===== src/rtl/instr_encoder_if.sv =====
// Request and instruction-memory write bus between a program source and instr_encoder.
`default_nettype none

interface instr_encoder_if #(
  parameter int AW = 10
);
  logic          req_valid;
  logic          req_ready;
  logic [3:0]    req_op;
  logic [7:0]    req_arg;
  logic          im_we;
  logic [AW-1:0] im_addr;
  logic [8:0]    im_wdata;

  modport master (
    output req_valid, req_op, req_arg,
    input  req_ready, im_we, im_addr, im_wdata
  );

  modport slave (
    input  req_valid, req_op, req_arg,
    output req_ready, im_we, im_addr, im_wdata
  );
endinterface

`default_nettype wire


===== src/rtl/instr_encoder.sv =====
// Packs opcode/operand requests into 9-bit instruction words and writes them
// sequentially into instruction memory; LI expands into a PUT+LI pair.
`default_nettype none

module instr_encoder #(
  parameter int AW         = 10,
  parameter int START_ADDR = 0
) (
  input  wire logic        clk,
  input  wire logic        rst_n,
  input  wire logic        start,
  instr_encoder_if.slave   bus,
  output logic [AW:0]      word_count,
  output logic             busy,
  output logic             err_illegal,
  output logic             err_full
);

  localparam logic [AW:0] c_START = (AW+1)'(START_ADDR);
  localparam logic [AW:0] c_LAST  = (AW+1)'((1 << AW) - 1);
  localparam logic [3:0]  c_OP_LI  = 4'b0000;
  localparam logic [3:0]  c_OP_ILL = 4'b1110;
  localparam logic [3:0]  c_OP_PUT = 4'b1111;

  typedef enum logic [1:0] {
    S_IDLE  = 2'd0,
    S_EMIT2 = 2'd1,
    S_FULL  = 2'd2
  } state_t;

  state_t        r_state, w_state_nxt;
  logic [AW:0]   r_ptr, w_ptr_nxt;
  logic [AW-1:0] r_addr, w_addr_nxt;
  logic [AW:0]   r_count, w_count_nxt;
  logic          r_we, w_we_nxt;
  logic [8:0]    r_wdata, w_wdata_nxt;
  logic          r_err_ill, w_err_ill_nxt;
  logic          r_err_full, w_err_full_nxt;
  logic          w_ready;
  logic          w_accept;
  logic          w_write;
  logic [8:0]    w_word;

  always_ff @(posedge clk) begin
    if (!rst_n) begin
      r_state    <= S_IDLE;
      r_ptr      <= c_START;
      r_addr     <= c_START[AW-1:0];
      r_count    <= '0;
      r_we       <= 1'b0;
      r_wdata    <= '0;
      r_err_ill  <= 1'b0;
      r_err_full <= 1'b0;
    end else begin
      r_state    <= w_state_nxt;
      r_ptr      <= w_ptr_nxt;
      r_addr     <= w_addr_nxt;
      r_count    <= w_count_nxt;
      r_we       <= w_we_nxt;
      r_wdata    <= w_wdata_nxt;
      r_err_ill  <= w_err_ill_nxt;
      r_err_full <= w_err_full_nxt;
    end
  end

  always_comb begin
    w_ready        = (r_state == S_IDLE) && !start && rst_n;
    w_accept       = bus.req_valid && w_ready;
    w_state_nxt    = r_state;
    w_ptr_nxt      = r_ptr;
    w_addr_nxt     = r_addr;
    w_count_nxt    = r_count;
    w_we_nxt       = 1'b0;
    w_wdata_nxt    = r_wdata;
    w_err_ill_nxt  = r_err_ill;
    w_err_full_nxt = r_err_full;
    w_write        = 1'b0;
    w_word         = '0;

    if (start) begin
      w_state_nxt    = S_IDLE;
      w_ptr_nxt      = c_START;
      w_addr_nxt     = c_START[AW-1:0];
      w_count_nxt    = '0;
      w_err_ill_nxt  = 1'b0;
      w_err_full_nxt = 1'b0;
    end else begin
      case (r_state)
        S_IDLE: begin
          if (w_accept) begin
            if (bus.req_op == c_OP_ILL) begin
              w_err_ill_nxt = 1'b1;
            end else if (bus.req_op == c_OP_LI && r_ptr == c_LAST) begin
              // Only one slot left: LI cannot be split, so it is swallowed.
              w_err_full_nxt = 1'b1;
              w_state_nxt    = S_FULL;
            end else begin
              w_write = 1'b1;
              if (bus.req_op == c_OP_LI || bus.req_op == c_OP_PUT) begin
                w_word = {bus.req_arg, 1'b1};
              end else begin
                w_word = {bus.req_arg[3:0], bus.req_op, 1'b0};
              end
              if (bus.req_op == c_OP_LI) begin
                w_state_nxt = S_EMIT2;
              end
            end
          end
        end
        S_EMIT2: begin
          w_write     = 1'b1;
          w_word      = {4'b0000, c_OP_LI, 1'b0};
          w_state_nxt = S_IDLE;
        end
        default: begin
          w_state_nxt = S_FULL;
        end
      endcase

      if (w_write) begin
        w_we_nxt    = 1'b1;
        w_wdata_nxt = w_word;
        w_addr_nxt  = r_ptr[AW-1:0];
        w_ptr_nxt   = r_ptr + 1'b1;
        w_count_nxt = r_count + 1'b1;
        if (r_ptr == c_LAST) begin
          w_state_nxt = S_FULL;
        end
      end
    end
  end

  assign bus.req_ready = w_ready;
  assign bus.im_we     = r_we;
  assign bus.im_addr   = r_addr;
  assign bus.im_wdata  = r_wdata;
  assign word_count    = r_count;
  assign busy          = (r_state == S_EMIT2);
  assign err_illegal   = r_err_ill;
  assign err_full      = r_err_full;

endmodule

`default_nettype wire


===== src/flat_wrapper.sv =====
// flat-port wrapper written by rule: the top's interface ports become plain ports
module instr_encoder_flat 
#(
  parameter int AW         = 10,
  parameter int START_ADDR = 0
)
  (clk, rst_n, start, word_count, busy, err_illegal, err_full, bus_req_valid, bus_req_op, bus_req_arg, bus_req_ready, bus_im_we, bus_im_addr, bus_im_wdata);
  instr_encoder_if #(.AW(AW)) bus_i ();
  input  wire logic clk;
  input  wire logic rst_n;
  input  wire logic start;
  output logic [AW:0] word_count;
  output logic busy;
  output logic err_illegal;
  output logic err_full;
  input wire logic [$bits(bus_i.req_valid)-1:0] bus_req_valid;
  input wire logic [$bits(bus_i.req_op)-1:0] bus_req_op;
  input wire logic [$bits(bus_i.req_arg)-1:0] bus_req_arg;
  output wire logic [$bits(bus_i.req_ready)-1:0] bus_req_ready;
  output wire logic [$bits(bus_i.im_we)-1:0] bus_im_we;
  output wire logic [$bits(bus_i.im_addr)-1:0] bus_im_addr;
  output wire logic [$bits(bus_i.im_wdata)-1:0] bus_im_wdata;
  assign bus_i.req_valid = bus_req_valid;
  assign bus_i.req_op = bus_req_op;
  assign bus_i.req_arg = bus_req_arg;
  assign bus_req_ready = bus_i.req_ready;
  assign bus_im_we = bus_i.im_we;
  assign bus_im_addr = bus_i.im_addr;
  assign bus_im_wdata = bus_i.im_wdata;
  instr_encoder #(.AW(AW), .START_ADDR(START_ADDR)) u_core (.clk(clk), .rst_n(rst_n), .start(start), .bus(bus_i), .word_count(word_count), .busy(busy), .err_illegal(err_illegal), .err_full(err_full));
endmodule

===== config.mk =====
export PLATFORM = sky130hd
export DESIGN_NAME = instr_encoder_flat
export DESIGN_NICKNAME = d
export VERILOG_FILES = /design/src/rtl/instr_encoder_if.sv /design/src/rtl/instr_encoder.sv /design/src/flat_wrapper.sv
export SDC_FILE = /design/constraint.sdc
export NUM_CORES = 1
export LEC_CHECK = 0
export CAP_MARGIN = 10
export CORE_MARGIN = 2
export CORE_UTILIZATION = 53
export DETAILED_ROUTE_END_ITERATION = 16
export PLACE_DENSITY_LB_ADDON = 0.15
export SLEW_MARGIN = 20
export SYNTH_ARGS = -nofsm -noshare
export SYNTH_HDL_FRONTEND = slang
export SYNTH_SLANG_ARGS = --single-unit

===== constraint.sdc =====
create_clock -name clk -period 4.3 [get_ports clk]
set_input_delay 0.86 -clock clk [delete_from_list [all_inputs] [get_ports clk]]
set_output_delay 0.86 -clock clk [all_outputs]
set_load 0.01 [all_outputs]

After elaboration in Yosys (flattened, before gate mapping)
Index checks and enable logic that the tools add are counted.

word-level totals
  flip-flop bits (word level) = 46
  input port bits = 16
  output and inout bits = 35
  logic and storage cells = 47

operators by class
  $add $sub $neg = 2
  equality and inequality tests = 4
  muxes and demuxes = 18
  bitwise gates (word level) = 3
  reductions and logical operators = 12

operator list
  cell                                                                     number
  9-bit two-way mux                                                        5
  11-bit by 1-bit adder with 11-bit output, second input constant          2
  2-bit two-way mux                                                        6
  11-bit by 10-bit equality test with 1-bit output, second input constant  1
  4-bit equality test, second input constant                               2
  1-bit two-way mux                                                        5
  1-bit logical AND                                                        4
  4-bit logical NOT                                                        1
  2-bit one-hot mux with 2 select lines                                    1
  4-bit AND reduction                                                      1
  1-bit NOT                                                                3
  3-bit AND reduction                                                      1
  2-bit by 1-bit equality test with 1-bit output, second input constant    1
  2-bit logical NOT                                                        1
  1-bit one-hot mux with 2 select lines                                    1
  2-bit AND reduction                                                      1
  2-bit OR reduction                                                       1
  1-bit logical NOT                                                        1
  1-bit logical OR                                                         1

Logic depth before layout (Yosys ltp)
Gate-level depths: netlist of the first run.

  depth after elaboration = 8
  gate-level depth with buffers = 8
  mapped depth without buffers = 6

Worst setup path before layout of the first run
No wires, ideal clock.

  path type = input port to flip-flop
  start point = in bus_req_op[0]
  end point = reg u_core.r_count[6] (netlist: u_core.word_count[6])
  setup time = 70 ps
  arrival = 2356 ps
  data required time = 4230 ps
  slack = 1874 ps
  stages on the path = 8
  buffers on the path = 3
  path through = buf_2 nor4_1 and4_1 o21a_1 buf_2 buf_2 o21ai_0 a21oi_1

between the ends
  cells in the longest elaborated chain, start to end = 7
  elaborated cells between the ends (all ways) = 8
  those cells by class = eq/ne: 1; mux: 5; reduce/logical: 2

ends and longest elaborated chain
  item                                     line                 text
  start: declaration                       flat_wrapper.sv:17   input wire logic [$bits(bus_i.req_op)-1:0] bus_req_op;
  4-bit logical NOT                        instr_encoder.sv:93  end else if (bus.req_op == c_OP_LI && r_ptr == c_LAST) begin
  1-bit logical AND                        instr_encoder.sv:93
  1-bit two-way mux                        instr_encoder.sv:93
  1-bit two-way mux *                      instr_encoder.sv:91  if (bus.req_op == c_OP_ILL) begin
  1-bit two-way mux *                      instr_encoder.sv:90  if (w_accept) begin
  1-bit one-hot mux with 2 select lines *  instr_encoder.sv:88  case (r_state)
  1-bit two-way mux *                      instr_encoder.sv:80  if (start) begin
  end signal: assignment                   instr_encoder.sv:58  r_count <= w_count_nxt;
  end: declaration                         instr_encoder.sv:34  logic [AW:0] r_count, w_count_nxt;

Every way passes the cells marked *; elsewhere a longest branch is shown, timed or not. The select of a mux whose other input is x is not followed.
A chain may end at the register's enable or synchronous reset.

Worst setup path after layout of the first run
  start point = in rst_n
  end point = out bus_req_ready

between the ends
  cells in the longest elaborated chain, start to end = 1

ends and longest elaborated chain
  item                line                 text
  start: declaration  flat_wrapper.sv:10   input wire logic rst_n;
  1-bit logical AND   instr_encoder.sv:67  w_ready = (r_state == S_IDLE) && !start && rst_n;
  end: declaration    flat_wrapper.sv:19   output wire logic [$bits(bus_i.req_ready)-1:0] bus_req_ready;

No other way between the ends.

==> results of run 1 <==
==> Yosys cell counts <==
master | instances | share of area, %
o21a_1 | 2 | 0.71
dfxtp_1 | 46 | 44
xnor2_1 | 2 | 0.83
or3_1 | 10 | 3.0
clkbuf_1 | 7 | 1.2
o21ai_0 | 18 | 4.3
nand2b_1 | 1 | 0.30
a21oi_1 | 36 | 8.5
nand3_1 | 9 | 2.1
o221ai_1 | 4 | 1.7
buf_6 | 1 | 0.53
o21ai_1 | 1 | 0.24
or4_1 | 9 | 3.2
and4_1 | 2 | 0.83
nor2b_1 | 2 | 0.59
or2_1 | 1 | 0.30
and3b_1 | 1 | 0.42
buf_2 | 8 | 1.9
a22o_1 | 5 | 2.1
inv_1 | 6 | 1.1
o2bb2ai_1 | 4 | 1.7
o211ai_1 | 1 | 0.36
nor4b_4 | 1 | 1.1
o22ai_1 | 4 | 1.2
o211ai_2 | 1 | 0.59
nor2_1 | 13 | 2.3
o22a_1 | 3 | 1.2
and3_1 | 3 | 0.89
nor4_1 | 1 | 0.30
o31ai_1 | 9 | 3.2
a31oi_1 | 1 | 0.30
nand4_1 | 4 | 1.2
ha_1 | 2 | 1.2
nand2_1 | 39 | 6.9
==> worst max-delay path: cells and delay by family <==
family / cells / cell delay [ns]
buf+inv: 2 / 1.15
simple gates: 1 / 0.35
==> through the flow <==
step | instances | cell area, um^2 | hold slack (ns) | power, mW
floorplan | 257 | 2108 | 0.4534 | 0.4909
global placement | 341 | 2606 | 0.4374 | 0.5253
detailed placement | 341 | 2606 | 0.4444 | 0.5270
CTS | 349 | 2698 | 0.4559 | 0.7864
global route | 349 | 2698 | 0.4788 | 0.8129
finish | 349 | 2698 | 0.4507 | 0.7809
==> kinds of logic after synthesis <==
logic type	after synthesis	share of synthesized area [%]
buf+inv	22	4.748
flops	46	43.68
xor+xnor	2	0.8310
fa+ha+maj	2	1.187
simple gates	96	23.50
compound gates	89	26.05
==> placed cells by master, fill, tap and decap left out, types with 2 or more instances in the layout <==
cell | synthesis | final
a21oi_1 | 36 | 36
a22o_1 | 5 | 5
and3_1 | 3 | 3
and4_1 | 2 | 2
buf_4 | 0 | 2
clkbuf_8 | 0 | 6
clkdlybuf4s50_1 | 0 | 50
dfxtp_1 | 46 | 46
ha_1 | 2 | 2
inv_1 | 6 | 6
nand2_1 | 39 | 39
nand3_1 | 9 | 9
nand4_1 | 4 | 4
nor2_1 | 13 | 13
nor2b_1 | 2 | 2
o21a_1 | 2 | 2
o21ai_0 | 18 | 18
o221ai_1 | 4 | 4
o22a_1 | 3 | 3
o22ai_1 | 4 | 4
o2bb2ai_1 | 4 | 4
o31ai_1 | 9 | 9
or3_1 | 10 | 10
or4_1 | 9 | 9
xnor2_1 | 2 | 2
==> power groups by stage <==
stage / Combinational (mW) / Clock (mW) / Sequential (mW)
2_1_floorplan: 0.0436 / 0 / 0.447
6_report: 0.0824 / 0.264 / 0.435
4_1_cts: 0.0823 / 0.269 / 0.435
5_1_grt: 0.0897 / 0.287 / 0.436
3_3_place_gp: 0.0805 / 0 / 0.445
3_5_place_dp: 0.0819 / 0 / 0.445
==> layout make-up <==
cell class / instances / share of cell area (%)
Sequential cell: 46 / 34.14
Multi-Input combinational cell: 189 / 40.31
Clock buffer: 7 / 3.200
Inverter: 6 / 0.8349
Clock inverter: 1 / 0.1855
Tap cell: 48 / 2.226
Timing Repair Buffer: 52 / 19.11
==> path summary, 6_finish.rpt <==
kind	cells past startpoint	startpoint	endpoint	slack [ns]
max	3	rst_n	bus_req_ready	1.08
min	2	u_core.bus.im_addr[5]$_SDFFE_PP0P_	u_core.bus.im_addr[5]$_SDFFE_PP0P_	0.45
max reg2reg	7	u_core.r_ptr[0]$_SDFFE_PP0P_	u_core.word_count[5]$_SDFFE_PP0P_	2.00
min reg2reg	2	u_core.bus.im_addr[5]$_SDFFE_PP0P_	u_core.bus.im_addr[5]$_SDFFE_PP0P_	0.45
==> state kept, by name, indices dropped and copies added (netlist names) <==
register and cells:
u_core.r_ptr 11, u_core.word_count 11, u_core.bus.im_addr 10, u_core.bus.im_wdata 9, u_core.r_state 2, u_core.bus.im_we 1
u_core.err_full 1, u_core.err_illegal 1
==> layer usage <==
layer	wire [um]	share of wire [%]
met1	2263	48
met2	2161	45
met3	276	5.8
met4	52	1.1
met5	0	0
==> summary.md, run 1 <==
| Metric | Value |
|---|---|
| Yosys cell types | 34 |
| Syn Inst Count | 257 |
| PortBufs | 50 |
| Hold Path Class | reg2reg |
| Crit Path Max Fanout | 4 |
| CTS tree | done |
| Die Area | 4498 um^2 |
| Max Cap Violations | 0 |
| Maximum clock rate | 310.6 MHz |
| TritonRoute pass-1 iters | 4 |
| Kind of start point of the critical path | primary input |
| Worst path slowest cell | clkdlybuf4s50_1 |
| M2 GR Usage | 35.40% |
| Internal Power | 0.5996 mW |
| Post-synthesis sequential area ratio | 43.68% |
| Fin crit period | 3.220 ns |
| Multi-input gate area | 1087 um^2 |
| Nature of the critical path endpoint | output pin |
| Clk Tree Root Cell | clkbuf_8 |
| First-pass GRT wire length | 7.700 mm |
| Final setup fails | 0 |
| Final GP Congestion | 0.8371 |
| Worst path most repeated cell | clkdlybuf4s50_1 |
| Tightest Pin Transition | 0.9677 ns |
| Sequential power share | 55.7% |
| Switching power | 0.1813 mW |
| Sw frac | 23.22% |
| Critical path type | in2out |
| Unrepaired setup endpoints after global routing | false |
| Leakage | 0.8785 nW |
| Top Usage Layer GRT | met2 |
| Rel. slew slack | 35.05% |
| Layout Nets | 318 |
| Post-synthesis cell area | 2108 um^2 |
| Largest net degree at the start of global routing | 50 |
| Core area | 3744 um^2 |
| Yosys warnings | 0 |
| Post-route ant nets | 0 |
| Setup bufs post-CTS | 0 |
| Period utilisation layout | 74.88% |
| CTS Buffer Depth | 2 |
| Clk_lat worst skew | 0.29 ns |
| Share of cells above drive strength 1 | 3.654% |
| DR DRC count | 0 |
| Fin. Hold Viols | 0 |
| Fin Clk Skew | 0.002984 ns |
| I/O pins | 51 |
| Fill cells | 311 |
| GRT Total Usage | 22.35% |
| Sink Count | 46 |
| Worst-path cell chain | clkdlybuf4s50_1, nor4b_4, clkdlybuf4s50_1 |
| Layout area overhead | 27.95% |
| Pre-CTS WS | 0.9447 ns |
| CTS buffer count | 5 |
| Post-CTS Resized | 0 |
| Total wire length | 4.754 mm |
| Hold Buf Count CTS | 0 |
| Setup ws final | 1.080 ns |
| Detailed placement HPWL | 3.365 mm |
| H-tree Lvls | 2 |
| Final Max Tran Viols | 0 |
| Setup_tns | 0 ns |
| Antenna violations before repair | 0 |
| Met3 usage | 5.236% |
| Status | finished clean |
| Comb pwr share | 10.6% |
| GR met1 Demand/Resource | 30.26% |
| Clock power frac | 33.8% |
| VDD IR max | 0.2622 mV |
| Rows | 22 |
| 1st-iter DRT viols | 190 |
| Worst Path Arrival | 2.36 ns |
| Reg clk slew, reported paths | 0.08 ns |
| Antenna cells | 0 |
| FF+latch area | 920.9 um^2 |
| Grt total ovfl | 0 |
| Final core occ | 72.06% |
| Effective utilization at floorplan | 56.32% |
| Yosys reg bits | 46 |
| Vias | 1988 |
| Post-Syn Area per Cell | 8.203 um^2 |
| Worst path required time | 3.44 ns |
| WL/cell | 13.62 um |
| Cell Pwr Density | 289.5 nW/um^2 |
| Via-to-Cell Ratio | 5.696 |
| Max stage delay on crit path | 0.61 ns |
| Die X | 67.07 um |
| Vert. Die Dim | 67.07 um |
| Syn Nets | 275 |
| Vias in the first global route | 1713 |
(Power assumes the default switching activity.)
==> inputs of run 2 (changes only) <==
--- a/config.mk
+++ b/config.mk
@@ -7,7 +7,7 @@
 export LEC_CHECK = 0
 export CAP_MARGIN = 10
 export CORE_MARGIN = 2
-export CORE_UTILIZATION = 53
+export CORE_UTILIZATION = 49
 export DETAILED_ROUTE_END_ITERATION = 16
 export PLACE_DENSITY_LB_ADDON = 0.15
 export SLEW_MARGIN = 20
==> constraint.sdc (replaced) <==
create_clock -name clk -period 3.1 [get_ports clk]
set_input_delay 0.62 -clock clk [delete_from_list [all_inputs] [get_ports clk]]
set_output_delay 0.62 -clock clk [all_outputs]
set_load 0.01 [all_outputs]
==> run 2 against run 1 <==
Die area grew 7.7%. Hold slack better by 0.0028 ns. Routed wire length grew 2.4%. Final area rose by 1.8%.
==> summary.md, run 2 (synthesis results as in run 1) <==
| Metric | Value |
|---|---|
| Status | finished clean |
| DR DRC count | 0 (unchanged) |
| Worst path most repeated cell | clkdlybuf4s50_1 |
| Worst-path cell chain | clkdlybuf4s50_1, nor4b_4, clkdlybuf4s50_1 |
| Grt total ovfl | 0 (unchanged) |
| Hold Buf Count CTS | 0 (unchanged) |
| Fill cells | 359 (+15%) |
| Non-filler cells, final | 357 (+2.3%) |
| Antenna violations before repair | 0 (unchanged) |
| Core area | 4058 um^2 (+8.4%) |
| Reg clk slew, reported paths | 0.08 ns (about the same) |
| Sink Count | 46 (unchanged) |
| Worst path required time | 2.48 ns (-0.96 ns) |
| Rows | 23 (+4.5%) |
| Effective utilization at floorplan | 51.96% (-4.4 points) |
| Reg2Reg Depth | 8 (+1) |
| First-pass GRT wire length | 8.079 mm (+4.9%) |
| Vert. Die Dim | 69.60 um (+3.8%) |
| Worst Path Arrival | 2.07 ns (-0.29 ns) |
| Rel. slew slack | 33.47% (-1.6 points) |
| Critical path type | in2out |
| Unrepaired setup endpoints after global routing | false |
| Leakage | 0.9059 nW (+3.1%) |
| Share of cells above drive strength 1 | 5.537% (+1.9 points) |
| Die Area | 4843 um^2 (+7.7%) |
| Worst hold path cell count | 2 (unchanged) |
| Hold Path Class | reg2reg |
| TritonRoute pass-1 iters | 4 (unchanged) |
| Maximum clock rate | 372.0 MHz |
| Final setup fails | 0 (unchanged) |
| Layout area overhead | 30.21% |
| Nature of the critical path endpoint | output pin |
| I/O pins | 51 (unchanged) |
| Layout Nets | 324 (+1.9%) |
| Final Max Tran Viols | 0 (unchanged) |
| WL/cell | 13.63 um (about the same) |
| Commonest non-fill, non-tap cells in the layout | 50 x clkdlybuf4s50_1, 46 x dfxtp_1, 39 x nand2_1, 36 x a21oi_1, 18 x o21ai_0 |
| Clk Tree Root Cell | clkbuf_8 |
| DP Cell Count | 349 (+2.3%) |
| Fin crit period | 2.688 ns |
| 1st-iter DRT viols | 161 (-15%) |
| Total wire length | 4.867 mm (+2.4%) |
| Via-to-Cell Ratio | 5.658 (-0.67%) |
| Post-route ant nets | 0 (unchanged) |
| PortBufs | 50 (unchanged) |
| Fin. Hold Viols | 0 (unchanged) |
| CTS Buffer Depth | 2 (unchanged) |
| Detailed placement HPWL | 3.480 mm (+3.4%) |
| Worst path slowest cell | clkdlybuf4s50_1 |
| Clk_lat worst skew | 0.30 ns (about the same) |
| Tightest Pin Transition | 0.9913 ns (+0.02362 ns) |
| Die X | 69.60 um (+3.8%) |
| Max Cap Violations | 0 (unchanged) |
| Largest net degree at the start of global routing | 28 (-44%) |
| Setup bufs post-CTS | 0 (unchanged) |
| Final GP Congestion | 0.8048 (-3.9%) |
| Max stage delay on crit path | 0.62 ns (about the same) |
| Fin Clk Skew | 0.006845 ns (+0.003860 ns) |
| Kind of start point of the critical path | primary input |
| Period utilisation layout | 86.72% |
| Vias in the first global route | 1700 (-0.76%) |
| GRT Total Usage | 20.64% (-1.7 points) |
| Vias | 2020 (+1.6%) |
| CTS tree | done |
| Most common cell after layout, fill and taps aside | clkdlybuf4s50_1 |
| Cell Pwr Density | 399.7 nW/um^2 (+38%) |
| Tot Pwr | 1.097 mW (+40%) |
| Antenna cells | 0 (unchanged) |
| Crit Path Max Fanout | 4 (unchanged) |
| Setup_tns | 0 ns (unchanged) |
| VDD IR max | 0.2579 mV (-1.7%) |
| H-tree Lvls | 2 (unchanged) |
| Post-CTS Resized | 0 (unchanged) |
| CTS buffer count | 5 (unchanged) |
run 2: report_power, final:
part | switching (mW) | internal (mW) | total, mW
Combinational | 0.0618 | 0.0582 | 0.120
Sequential | 0.00472 | 0.598 | 0.603
Clock | 0.194 | 0.180 | 0.374
Total | 0.261 | 0.837 | 1.10
run 2: per-stage QoR:
step	setup slack, ns	hold slack [ns]	util (%)	cell area (um^2)
after global routing	0.3355	0.4807	67.65	2745
after global placement	0.1973	0.4406	65.40	2654
after floorplan	0.9137	0.4534	-	2108
after detailed placement	0.1690	0.4459	65.40	2654
final	0.4117	0.4535	67.65	2745
after CTS	0.4065	0.4575	67.65	2745
run 2: worst max-delay path, delay by kind of cell:
family	cells	cell delay, ns
buffers and inverters	2	1.11
AND/OR/NAND/NOR	1	0.34
run 2: final cells by class:
| class | instances | area (um^2) | share of cell area [%] |
|---|---|---|---|
| inverter | 6 | 22.52 | 0.8204 |
| timing repair buffer | 58 | 560.5 | 20.42 |
| clock inverter | 1 | 5.005 | 0.1823 |
| tap | 50 | 62.56 | 2.279 |
| sequential | 46 | 920.9 | 33.55 |
| clock buffer | 7 | 86.33 | 3.145 |
| multi-input combinational | 189 | 1087 | 39.61 |
run 2: path summary, 6_finish.rpt:
check                                                         from  slack (ns)                            endpoint
worst max register to register        u_core.r_ptr[0]$_SDFFE_PP0P_        0.85        u_core.r_ptr[3]$_SDFFE_PP0P_
worst min register to register  u_core.bus.im_addr[6]$_SDFFE_PP0P_        0.45  u_core.bus.im_addr[6]$_SDFFE_PP0P_
worst min-delay path            u_core.bus.im_addr[6]$_SDFFE_PP0P_        0.45  u_core.bus.im_addr[6]$_SDFFE_PP0P_
worst max-delay path                                         start        0.41                       bus_req_ready
run 2: routing by layer:
layer  wire length [um]  part of all wire, %  vias up  global-route usage [%]
met5                  0                    0        -                       0
met4                 69                  1.4        0                   7.625
met3                215                  4.4        6                   4.942
met2               2228                   46       39                   31.41
met1               2355                   48      933                   28.40
li1                   -                    -     1042                       -
==> inputs of run 3 (changes only) <==
--- a/config.mk
+++ b/config.mk
@@ -5,11 +5,12 @@
 export SDC_FILE = /design/constraint.sdc
 export NUM_CORES = 1
 export LEC_CHECK = 0
+export ABC_CLOCK_PERIOD_IN_PS = 3100
 export CAP_MARGIN = 10
-export CORE_MARGIN = 2
 export CORE_UTILIZATION = 49
 export DETAILED_ROUTE_END_ITERATION = 16
 export PLACE_DENSITY_LB_ADDON = 0.15
+export RECOVER_POWER = 50
 export SLEW_MARGIN = 20
 export SYNTH_ARGS = -nofsm -noshare
 export SYNTH_HDL_FRONTEND = slang
==> run 3 against run 2 <==
Register-to-register slack worse by 0.08 ns. Sequential cell count stayed put. Count of clock-buffer cells in the layout decreased by 1. Critical path type unchanged. Highest routed layer unchanged. Critical path depth unchanged. Non-clock buffer count did not move. Cell count shrank 0.28%. Setup slack worse by 0.11 ns. Clock skew fell by 0.0034 ns.
==> summary.md, run 3 (synthesis results as in run 1) <==
| Metric | Value |
|---|---|
| Status | finished clean |
| PortBufs | 50 (unchanged) |
| Sink Count | 46 (unchanged) |
| Die X | 67.60 um (-2.9%) |
| Via-to-Cell Ratio | 5.823 (+2.9%) |
| Clk_lat worst skew | 0.30 ns (about the same) |
| CTS tree | done |
| Maximum clock rate | 356.7 MHz (-4.1%) |
| Antenna violations before repair | 0 (unchanged) |
| Hold Path Class | reg2reg |
| Post-CTS Resized | 0 (unchanged) |
| WL/cell | 13.73 um (+0.69%) |
| I/O pins | 51 (unchanged) |
| Leakage | 1.015 nW (+12%) |
| Final setup fails | 0 (unchanged) |
| Vert. Die Dim | 67.60 um (-2.9%) |
| Tot Pwr | 1.073 mW (-2.2%) |
| Detailed placement HPWL | 3.440 mm (-1.1%) |
| CTS buffer count | 5 (unchanged) |
| Share of cells above drive strength 1 | 4.902% (-0.64 points) |
| Worst Path Arrival | 2.18 ns (+0.11 ns) |
| CTS Buffer Depth | 2 (unchanged) |
| Hold Buf Count CTS | 0 (unchanged) |
| VDD IR max | 0.3356 mV (+30%) |
| Crit Path Max Fanout | 4 (unchanged) |
| Fin crit period | 2.803 ns (+0.1150 ns) |
| Period utilisation layout | 90.43% (+3.7 points) |
| Largest net degree at the start of global routing | 38 (+36%) |
| Critical path type | in2out |
| Reg clk slew, reported paths | 0.08 ns (about the same) |
| Unrepaired setup endpoints after global routing | false |
| Layout area overhead | 30.09% (about the same) |
| Fin. Hold Viols | 0 (unchanged) |
| Clk Tree Root Cell | clkbuf_8 |
| Vias | 2073 (+2.6%) |
| Final Max Tran Viols | 0 (unchanged) |
| Post-route ant nets | 0 (unchanged) |
| TritonRoute pass-1 iters | 5 (+1) |
| Nature of the critical path endpoint | output pin |
| Die Area | 4569 um^2 (-5.7%) |
| Kind of start point of the critical path | primary input |
| DR DRC count | 0 (unchanged) |
| Fin Clk Skew | 0.003413 ns (-0.003432 ns) |
| First-pass GRT wire length | 7.714 mm (-4.5%) |
| GRT Total Usage | 22.57% (+1.9 points) |
| Commonest non-fill, non-tap cells in the layout | 46 x dfxtp_1, 39 x nand2_1, 36 x a21oi_1, 36 x dlygate4sd3_1, 18 x o21ai_0 |
| Tightest Pin Transition | 1.219 ns (+0.2272 ns) |
| Rows | 23 (unchanged) |
| Max Cap Violations | 0 (unchanged) |
| Effective utilization at floorplan | 51.96% (unchanged) |
| Cell Pwr Density | 391.1 nW/um^2 (-2.1%) |
| Worst path required time | 2.48 ns (about the same) |
| Setup bufs post-CTS | 0 (unchanged) |
| Core area | 4058 um^2 (unchanged) |
| Most common cell after layout, fill and taps aside | dfxtp_1 |
| Final GP Congestion | 0.8137 (+1.1%) |
| Setup_tns | 0 ns (unchanged) |
| Grt total ovfl | 0 (unchanged) |
| Total wire length | 4.887 mm (+0.41%) |
| Vias in the first global route | 1710 (+0.59%) |
| H-tree Lvls | 2 (unchanged) |
| Layout Nets | 324 (unchanged) |
| Antenna cells | 0 (unchanged) |
| 1st-iter DRT viols | 132 (-18%) |
| Rel. slew slack | 18.76% (-15 points) |
[run 3: through the flow]
stage               worst slack (ns)  util (%)  cells  hold WS [ns]  area, um^2
finish                        0.2968     67.59    356        0.4500        2743
global route                  0.2337     67.59    356        0.4731        2743
CTS                           0.4192     67.68    356        0.4579        2746
detailed placement            0.2427     65.71    349        0.4450        2666
global placement              0.2971     65.71    349        0.4399        2666
floorplan                     0.9137         -    257        0.4534        2108
[run 3: path summary, 6_finish.rpt]
check / to / from / slack [ns] / cells after the start
worst min register to register: u_core.bus.im_addr[1]$_SDFFE_PP0P_ / u_core.bus.im_addr[1]$_SDFFE_PP0P_ / 0.45 / 2
worst min-delay path: u_core.bus.im_addr[1]$_SDFFE_PP0P_ / u_core.bus.im_addr[1]$_SDFFE_PP0P_ / 0.45 / 2
worst max-delay path: bus_req_ready / start / 0.30 / 3
worst max register to register: u_core.r_ptr[0]$_SDFFE_PP0P_ / u_core.r_ptr[0]$_SDFFE_PP0P_ / 0.77 / 6
[run 3: area by class of cell]
type	instances	area, um^2
fill	344	1315
clock inverter	1	7.507
multi-input combinational	189	1087
timing repair buffer	58	569.3
tap	50	62.56
sequential	46	920.9
inverter	6	22.52
clock buffer	6	72.57
[run 3: power by group]
group | switching, mW | internal [mW]
logic | 0.0628 | 0.0559
clock network | 0.197 | 0.155
registers | 0.00430 | 0.598
[run 3: per-layer routing]
metal	share of wire (%)	GRT usage, %	vias to the layer above
li1	-	-	1046
met4	1.6	9.574	0
met3	6.5	4.561	8
met2	47	34.65	63
met5	0	0	-
met1	45	30.36	956
[run 3: critical path: stages]
cell             delay [ns]
dlygate4sd3_1          0.61
nor4b_4                0.33
clkdlybuf4s50_1        0.62
